<file path="config.mk">
export PLATFORM = sky130hd
export DESIGN_NAME = afbc_decompressor_flat
export DESIGN_NICKNAME = d
export VERILOG_FILES = /design/src/rtl/afbc_decompressor_if.sv /design/src/rtl/afbc_decompressor.sv /design/src/flat_wrapper.sv
export SDC_FILE = /design/constraint.sdc
export NUM_CORES = 2
export LEC_CHECK = 0
export ABC_AREA = 1
export CORE_MARGIN = 1.5
export CORE_UTILIZATION = 30
export CTS_BUF_LIST = sky130_fd_sc_hd__clkbuf_8
export DETAILED_ROUTE_END_ITERATION = 6
export PLACE_DENSITY = 0.56
export SLEW_MARGIN = 25
export SYNTH_ARGS = -nofsm -noshare
export SYNTH_HDL_FRONTEND = slang
export SYNTH_SLANG_ARGS = --single-unit
</file>
<file path="constraint.sdc">
create_clock -name clk -period 7.5 [get_ports clk]
set_input_delay 0.75 -clock clk [delete_from_list [all_inputs] [get_ports clk]]
set_output_delay 0.75 -clock clk [all_outputs]
set_load 0.02 [all_outputs]
</file>
<file path="src/rtl/afbc_decompressor_if.sv">
// Handshake bundle between the AFBC decompressor and its neighbours:
// compressed-block input stream and pixel output stream.
interface afbc_decompressor_if #(
    parameter int PIX_W = 32,
    parameter int CMP_W = 1024
);
    logic             cmp_valid;
    logic             cmp_ready;
    logic [CMP_W-1:0] cmp_data;
    logic             px_valid;
    logic             px_ready;
    logic [PIX_W-1:0] px_data;
    logic             px_last;
    logic             px_err;

    modport master (
        output cmp_valid, cmp_data, px_ready,
        input  cmp_ready, px_valid, px_data, px_last, px_err
    );

    modport slave (
        input  cmp_valid, cmp_data, px_ready,
        output cmp_ready, px_valid, px_data, px_last, px_err
    );
endinterface

</file>
<file path="src/rtl/afbc_decompressor.sv">
// Expands one compressed 1024-bit AFBC block word into a 32-beat RGBA pixel
// stream; malformed headers still emit a full block of flagged zero pixels.
module afbc_decompressor #(
    parameter int NPIX  = 32,
    parameter int PIX_W = 32,
    parameter int CMP_W = 1024
) (
    input  logic               clk,
    input  logic               rst,
    afbc_decompressor_if.slave bus,
    output logic [31:0]        perf_blocks_out,
    output logic [31:0]        perf_bad_hdr
);
    localparam int         PAY_W    = CMP_W - 32;
    localparam logic [4:0] LAST_IDX = 5'(NPIX - 1);

    typedef enum logic [1:0] {
        IDLE   = 2'd0,
        DECODE = 2'd1,
        STREAM = 2'd2
    } state_t;

    state_t             state_r;
    logic [7:0]         mode_r;
    logic [23:0]        size_r;
    logic [PAY_W-1:0]   payload_r;
    logic [4:0]         idx_r;
    logic               err_r;
    logic               cmp_ready_r;
    logic               px_valid_r;
    logic               px_last_r;
    logic               px_err_r;
    logic [PIX_W-1:0]   px_data_r;
    logic [31:0]        blocks_r;
    logic [31:0]        bad_r;

    logic [4:0]         next_idx_s;
    logic [4:0]         raw_idx_s;
    logic [PIX_W-1:0]   pix_s;
    logic               bad_s;

    // Per-channel interpolation; the arithmetic shift floors negative steps.
    function automatic logic [31:0] lerp_pixel(input logic [31:0] first,
                                               input logic [31:0] last,
                                               input logic [4:0]  i);
        logic [31:0]        res;
        logic signed [8:0]  d;
        logic signed [14:0] prod;
        logic signed [14:0] sh;
        res = 32'd0;
        for (int c = 0; c < 4; c++) begin
            d    = $signed({1'b0, last[c*8 +: 8]}) - $signed({1'b0, first[c*8 +: 8]});
            prod = 15'(d) * 15'($signed({1'b0, i}));
            sh   = prod >>> 5;
            res[c*8 +: 8] = first[c*8 +: 8] + sh[7:0];
        end
        return res;
    endfunction

    // Header validation and the value of the pixel loaded at the next beat.
    always_comb begin
        next_idx_s = 5'd0;
        raw_idx_s  = 5'd0;
        pix_s      = '0;
        bad_s      = 1'b1;
        if (state_r == DECODE) begin
            next_idx_s = 5'd0;
        end else begin
            next_idx_s = idx_r + 5'd1;
        end
        // Raw payload holds only 31 words; the final pixel repeats the top one.
        if (next_idx_s == 5'd31) begin
            raw_idx_s = 5'd30;
        end else begin
            raw_idx_s = next_idx_s;
        end
        case (mode_r)
            8'd0: begin
                bad_s = (size_r != 24'd4);
                pix_s = payload_r[31:0];
            end
            8'd1: begin
                bad_s = (size_r != 24'd124);
                pix_s = payload_r[{raw_idx_s, 5'd0} +: 32];
            end
            8'd2: begin
                bad_s = (size_r != 24'd8);
                pix_s = lerp_pixel(payload_r[63:32], payload_r[31:0], next_idx_s);
            end
            8'd3: begin
                bad_s = (size_r != 24'd16);
                pix_s = payload_r[{next_idx_s[4:3], 5'd0} +: 32];
            end
            default: begin
                bad_s = 1'b1;
                pix_s = '0;
            end
        endcase
    end

    // Block FSM with registered handshake, pixel and counter outputs.
    always_ff @(posedge clk) begin
        if (rst) begin
            state_r     <= IDLE;
            mode_r      <= 8'd0;
            size_r      <= 24'd0;
            payload_r   <= '0;
            idx_r       <= 5'd0;
            err_r       <= 1'b0;
            cmp_ready_r <= 1'b1;
            px_valid_r  <= 1'b0;
            px_last_r   <= 1'b0;
            px_err_r    <= 1'b0;
            px_data_r   <= '0;
            blocks_r    <= 32'd0;
            bad_r       <= 32'd0;
        end else begin
            case (state_r)
                IDLE: begin
                    if (bus.cmp_valid && cmp_ready_r) begin
                        mode_r      <= bus.cmp_data[CMP_W-1 -: 8];
                        size_r      <= bus.cmp_data[CMP_W-9 -: 24];
                        payload_r   <= bus.cmp_data[PAY_W-1:0];
                        cmp_ready_r <= 1'b0;
                        state_r     <= DECODE;
                    end else begin
                        cmp_ready_r <= 1'b1;
                    end
                end
                DECODE: begin
                    err_r      <= bad_s;
                    px_data_r  <= bad_s ? '0 : pix_s;
                    px_valid_r <= 1'b1;
                    px_last_r  <= (LAST_IDX == 5'd0);
                    px_err_r   <= bad_s;
                    idx_r      <= 5'd0;
                    if (bad_s) begin
                        bad_r <= bad_r + 32'd1;
                    end
                    state_r    <= STREAM;
                end
                STREAM: begin
                    if (px_valid_r && bus.px_ready) begin
                        if (idx_r == LAST_IDX) begin
                            px_valid_r  <= 1'b0;
                            px_last_r   <= 1'b0;
                            px_err_r    <= 1'b0;
                            blocks_r    <= blocks_r + 32'd1;
                            cmp_ready_r <= 1'b1;
                            state_r     <= IDLE;
                        end else begin
                            idx_r     <= next_idx_s;
                            px_data_r <= err_r ? '0 : pix_s;
                            px_last_r <= (next_idx_s == LAST_IDX);
                        end
                    end
                end
                default: begin
                    state_r     <= IDLE;
                    cmp_ready_r <= 1'b1;
                    px_valid_r  <= 1'b0;
                end
            endcase
        end
    end

    assign bus.cmp_ready   = cmp_ready_r;
    assign bus.px_valid    = px_valid_r;
    assign bus.px_data     = px_data_r;
    assign bus.px_last     = px_last_r;
    assign bus.px_err      = px_err_r;
    assign perf_blocks_out = blocks_r;
    assign perf_bad_hdr    = bad_r;
endmodule
</file>
<file path="src/flat_wrapper.sv">
// flat-port wrapper written by rule: the top's interface ports become plain ports
module afbc_decompressor_flat 
#(
    parameter int NPIX  = 32,
    parameter int PIX_W = 32,
    parameter int CMP_W = 1024
)
  (clk, rst, perf_blocks_out, perf_bad_hdr, bus_cmp_valid, bus_cmp_data, bus_px_ready, bus_cmp_ready, bus_px_valid, bus_px_data, bus_px_last, bus_px_err);
  afbc_decompressor_if #(.PIX_W(PIX_W), .CMP_W(CMP_W)) bus_i ();
  input  logic clk;
  input  logic rst;
  output logic [31:0] perf_blocks_out;
  output logic [31:0] perf_bad_hdr;
  input wire logic [$bits(bus_i.cmp_valid)-1:0] bus_cmp_valid;
  input wire logic [$bits(bus_i.cmp_data)-1:0] bus_cmp_data;
  input wire logic [$bits(bus_i.px_ready)-1:0] bus_px_ready;
  output wire logic [$bits(bus_i.cmp_ready)-1:0] bus_cmp_ready;
  output wire logic [$bits(bus_i.px_valid)-1:0] bus_px_valid;
  output wire logic [$bits(bus_i.px_data)-1:0] bus_px_data;
  output wire logic [$bits(bus_i.px_last)-1:0] bus_px_last;
  output wire logic [$bits(bus_i.px_err)-1:0] bus_px_err;
  assign bus_i.cmp_valid = bus_cmp_valid;
  assign bus_i.cmp_data = bus_cmp_data;
  assign bus_i.px_ready = bus_px_ready;
  assign bus_cmp_ready = bus_i.cmp_ready;
  assign bus_px_valid = bus_i.px_valid;
  assign bus_px_data = bus_i.px_data;
  assign bus_px_last = bus_i.px_last;
  assign bus_px_err = bus_i.px_err;
  afbc_decompressor #(.NPIX(NPIX), .PIX_W(PIX_W), .CMP_W(CMP_W)) u_core (.clk(clk), .rst(rst), .bus(bus_i), .perf_blocks_out(perf_blocks_out), .perf_bad_hdr(perf_bad_hdr));
endmodule
</file>
# After elaboration in Yosys (flattened, before gate mapping)
# Cells that the tools add are included.
# totals
ff_bits,1132
# classes
n_addsub,11
n_mul,4
eq_ne,15
shift,2
mux,27
n_bitwise,2
n_reduce_logical,14
# ops
operator,count
992-bit by 11-bit indexed part select with 32-bit output,1
992-bit by 8-bit indexed part select with 32-bit output,1
32-bit 2-to-1 mux,4
32-bit case mux with 4 select lines,1
32-bit by 1-bit adder with 32-bit output (second input constant),2
32-bit case mux with 2 select lines,1
9-bit by 6-bit multiplier with 13-bit output,4
8-bit by 8-bit subtractor with 9-bit output,4
8-bit adder,4
24-bit by 3-bit inequality test with 1-bit output (second input constant),1
24-bit by 4-bit inequality test with 1-bit output (second input constant),1
24-bit by 5-bit inequality test with 1-bit output (second input constant),1
24-bit by 7-bit inequality test with 1-bit output (second input constant),1
5-bit 2-to-1 mux,4
3-bit AND reduction,6
8-bit by 2-bit equality test with 1-bit output (second input constant),2
5-bit equality test (second input constant),2
5-bit case mux with 2 select lines,1
8-bit by 1-bit equality test with 1-bit output (second input constant),1
8-bit zero test,1
1-bit 2-to-1 mux,7
2-bit 2-to-1 mux,3
2-bit by 1-bit inequality test with 1-bit output (second input constant),3
1-bit case mux with 3 select lines,2
12 further kinds,17

# Longest topological paths before layout
# logic_depth
word_depth,10
ltp_mapped,42
ltp_nobuf,41

# Least setup slack after synthesis
# Ideal clock, no wire load.
# synth_path
kind,register to register
start,register u_core.payload_r[33]
end,register u_core.px_data_r[7] (netlist: u_core.bus.px_data[7])
t_arrival_ns,6.304
t_required_ns,7.368
path_slack_ns,1.064
stages_incl_launch_ff,42
path_buffers,0
synth_period_minus_slack_ns,6.436
cell_sequence,dfxtp_1 inv_1 ha_1 nand2_1 o21ai_0 a21oi_1 o21ai_0 nand2_1 nand2_1 a21oi_1 xor2_1 nor2_1 fa_1 fa_1 inv_1 fa_1 inv_1 ha_1 [... 6 more ...] a21oi_1 o21ai_0 xor2_1 inv_1 ha_1 nand2_1 o21a_1 o31ai_1 inv_1 or2_2 nand2_1 o21ai_0 nand2_1 nand2_1 nand3_1 nand3_1 nand2_1 a21oi_1
# synth_via
elab_chain_cells,8
elab_cells_between_ends,9
cone_classes,2 x add/sub; 1 x mul; 6 x mux
# synth_rtl
item,line_no,source
"start, declared",afbc_decompressor.sv:26,logic [PAY_W-1:0] payload_r;
"start signal, assigned",afbc_decompressor.sv:123,payload_r <= bus.cmp_data[PAY_W-1:0];
8-bit by 8-bit subtractor with 9-bit output,afbc_decompressor.sv:52,"d = $signed({1'b0, last[c*8 +: 8]}) - $signed({1'b0, first[c*8 +: 8]});"
9-bit by 6-bit multiplier with 13-bit output,afbc_decompressor.sv:53,"prod = 15'(d) * 15'($signed({1'b0, i}));"
8-bit adder *,afbc_decompressor.sv:55,res[c*8 +: 8] = first[c*8 +: 8] + sh[7:0];
32-bit case mux with 4 select lines *,afbc_decompressor.sv:77,case (mode_r)
32-bit 2-to-1 mux,afbc_decompressor.sv:153,px_data_r <= err_r ? '0 : pix_s;
32-bit 2-to-1 mux,afbc_decompressor.sv:144,if (idx_r == LAST_IDX) begin
32-bit 2-to-1 mux,afbc_decompressor.sv:143,if (px_valid_r && bus.px_ready) begin
32-bit case mux with 2 select lines *,afbc_decompressor.sv:118,case (state_r)
"end signal, assigned",afbc_decompressor.sv:132,px_data_r <= bad_s ? '0 : pix_s;
"end signal, assigned",afbc_decompressor.sv:153,
"end, declared",afbc_decompressor.sv:33,logic [PIX_W-1:0] px_data_r;
# Mark *: on every way between the ends. The rest lies on a longest branch, timed or not. The select of a mux whose other input is x is not followed.
# A chain may end at the register's enable or synchronous reset.

# Worst setup path after layout
# layout_path
start,register u_core.payload_r[34]
end,register u_core.px_data_r[7] (netlist: u_core.bus.px_data[7])
# The elaborated chain is that of the path after synthesis.

==> out/qor.yml <==
floorplanning:
  die_y_um: 450
  die_area_mm2: 0.203
  die_w_um: 450
  rows: 164
  initial_core_util_pct: 30.1
  core_area_mm2: 0.199
  ioPinCount: 1128
placed_design:
  gp_congestion: 0.942
  dp_hpwl_um: 229000
  port_buffers: 1127
  dp_slack_ns: 0.198
  dp_cells: 11900
detailed_routing:
  wire_per_inst_um: 25.4
  ant_nets: 0
  totalWireLength_um: 313000
  drt_iter0_markers: 7291
  vias: 65500
  drtPass1Iterations: 6
  via_per_inst: 5.31
  drc: 0
worst_setup_path:
  path_delay_family: "adder cells"
  startpoint_type: "flop"
  crit_fanout: 5
  cpMostUsedCell: "nand2_1"
  slowest_stage: "fa_1"
  cp.buffers_inverters: 8
  worstPathRequired_ns: 8.35
  critPathMaxStageDelay_ns: 0.56
  crit_type: "reg -> reg"
  crit_arrival_ns: 7.79
  crit_path_end_kind: "flop"
finish:
  final_net_count: 10800
  instances_no_fill: 12400
  area_delta_synth_final_pct: 29.0
  drive_gt1_share_pct: 5.14
  utilization_pct: 38.9
global_routing:
  gr-total-overflow: 0
  grt_pass1_wl_um: 442000
  grt_max_degree: 185
  grt_antenna_before_repair: 60
  grt_usage_pct: 29.5
  grt_pass1_vias: 62200
timing:
  hold_viol: 0
  post-route-period-util_pct: 92.6
  finalMaxSlewViolations: 0
  setup_viol: 0
  fin_crit_ns: 6.94
  worst_pin_slew_ns: 1.13
  fin_skew_ns: 0.0672
  fin_tns_setup_ns: 0
  max_freq_mhz: 144
  relSlewSlack_pct: 24.4
  layout_setup_ws_ns: 0.557
power:
  vdd_drop_max_mv: 0.293
  power_density_mw_per_mm2: 349
  p_seq_share_pct: 29.2
  p_leak_nw: 29.2
  p_sw_mw: 12.4
  p_total_mw: 27.1
  clkPwrFrac_pct: 23.2
  internal_power_mw: 14.6
  combPwrFrac_pct: 47.6
  switching_share_pct: 45.9
clock_tree:
  cts.reportedPaths.clkPinSlew_ns: 0.06
  htreeDepth: 4
  clk_latency_ns: 1.04
  cts_setup_buffers: 0
  cts-buffers-inserted: 205
  clockRootBuffer: "clkbuf_8"
  clockBufferDepth: 3
  cts_tree: "built"
  cts.sinks: 1132
synthesis:
  postSynthCellCount: 8756
  synth_nets: 10000
  yosysMostFrequentCell: "nand3_1"
  yosys-top-cells-area: "dfxtp_1 38%, nand3_1 17%, nand2_1 13%"
  synth.distinct_cells: 49
  synth_area_mm2: 0.0600
  async_flop_share_pct: 0
  ys_top_cells_by_count: "2098 x nand3_1, 2056 x nand2_1, 1167 x a21oi_1"
  synth_top_area_share_pct: 37.7
  ys_seq_area_share_pct: 37.7
  synth_area_per_cell_um2: 6.86
  ys.flop_type: "dfxtp_1"
  synth_top_cell_by_area: "dfxtp_1"
  synth_seq_cells: 1132
  synth_edf_count: 0
  ys_warn_count: 0
min_path:
  hold_path_class: "in -> reg"
job:
  maxCapViolCount: 0
outcome:
  status: "finished, final reports clean"
==> registers in the layout, indices dropped and copies added (netlist names) <==
| signal | flops |
|---|---|
| u_core.bus.cmp_ready | 1 |
| u_core.perf_blocks_out | 32 |
| u_core.idx_r | 5 |
| u_core.bus.px_data | 32 |
| u_core.size_r | 24 |
| u_core.perf_bad_hdr | 32 |
| u_core.bus.px_last | 1 |
| u_core.state_r | 2 |
| u_core.err_r | 1 |
| u_core.mode_r | 8 |
| u_core.bus.px_err | 1 |
| u_core.bus.px_valid | 1 |
| u_core.payload_r | 992 |
==> cells by family after synthesis <==
| kind of cell | Yosys count | synth area share (%) |
|---|---|---|
| and+or+nand+nor | 4545 | 33.4 |
| DFF | 1132 | 37.7 |
| xor gates and xnor gates | 90 | 1.31 |
| buffers and inverters | 1257 | 8.30 |
| AOI/OAI and AO/OA | 1485 | 12.8 |
| adders and majority gates | 247 | 6.45 |
==> power groups by stage <==
| stage | Sequential, mW | Combinational (mW) | Clock [mW] |
|---|---|---|---|
| after floorplan | 7.84 | 8.39 | 0 |
| after global placement | 7.98 | 12.7 | 0 |
| after detailed placement | 8.00 | 12.7 | 0 |
| after CTS | 7.89 | 12.8 | 6.37 |
| after global routing | 8.03 | 14.2 | 6.62 |
| final | 7.92 | 12.9 | 6.27 |
==> placed cells by master (no fill, tap or decap), types with 24 or more instances in the layout <==
cell,instances
nand2_1,2055
dfxtp_1,1132
fa_1,104
xor2_1,66
ha_1,142
o211ai_1,30
nand4_1,25
a21oi_1,1162
xnor2_1,24
nor2_1,243
buf_12,24
diode_2,58
buf_4,94
nor3_1,46
inv_1,568
clkbuf_8,263
clkdlybuf4s50_1,1126
nand3_1,2098
clkinv_2,28
o21ai_0,222
==> worst reg2reg max path, delay by kind of cell, from the launching register on <==
kind / cells / cell delay, ns
adder cells (fa/ha/maj): 6 / 2.49
AO/OA/AOI/OAI: 12 / 1.54
AND/OR/NAND/NOR: 15 / 1.40
buffers and inverters: 8 / 0.69
flip-flops: 1 / 0.34
XOR/XNOR: 2 / 0.33
==> through the flow <==
step | area (µm²) | hold slack, ns
2_1_floorplan | 60000 | 0.425
4_1_cts | 77300 | 0.205
5_1_grt | 77400 | 0.249
3_5_place_dp | 73000 | 0.439
6_report | 77500 | 0.284
3_3_place_gp | 73000 | 0.434
==> cell type report <==
cell class	instances	area, µm²
fillers	21000	122000
repair buffers	1248	12500
multi-input cells	6367	32500
inverters	527	2010
clock buffers	263	3620
clock inverters	100	686
flip-flops and latches	1132	22700
diodes	58	145
well taps	2656	3320
==> layer usage <==
layer  track usage [%]  share of wire (%)
met1              37.3                 41
met2              46.6                 46
met3              5.03                6.8
met4              18.6                6.3
met5                 0              0.035
==> what timing repair did <==
item | CTS | global route
setup endpoints to repair | 0 | 2
resized for setup | 0 | 11
endpoints found under the hold margin | 1 | 0
hold buffers | 1 | 0
==> final timing paths <==
kind,from,to,slack [ns],cells past startpoint
min reg2reg,u_core.payload_r[972]$_SDFFE_PP0P_,u_core.payload_r[972]$_SDFFE_PP0P_,0.45,2
max reg2reg,u_core.payload_r[34]$_SDFFE_PP0P_,u_core.bus.px_data[7]$_SDFFE_PP0P_,0.56,43
min,bus_cmp_data[432],u_core.payload_r[432]$_SDFFE_PP0P_,0.28,3
max,u_core.payload_r[34]$_SDFFE_PP0P_,u_core.bus.px_data[7]$_SDFFE_PP0P_,0.56,43
(Power assumes the default switching activity.)
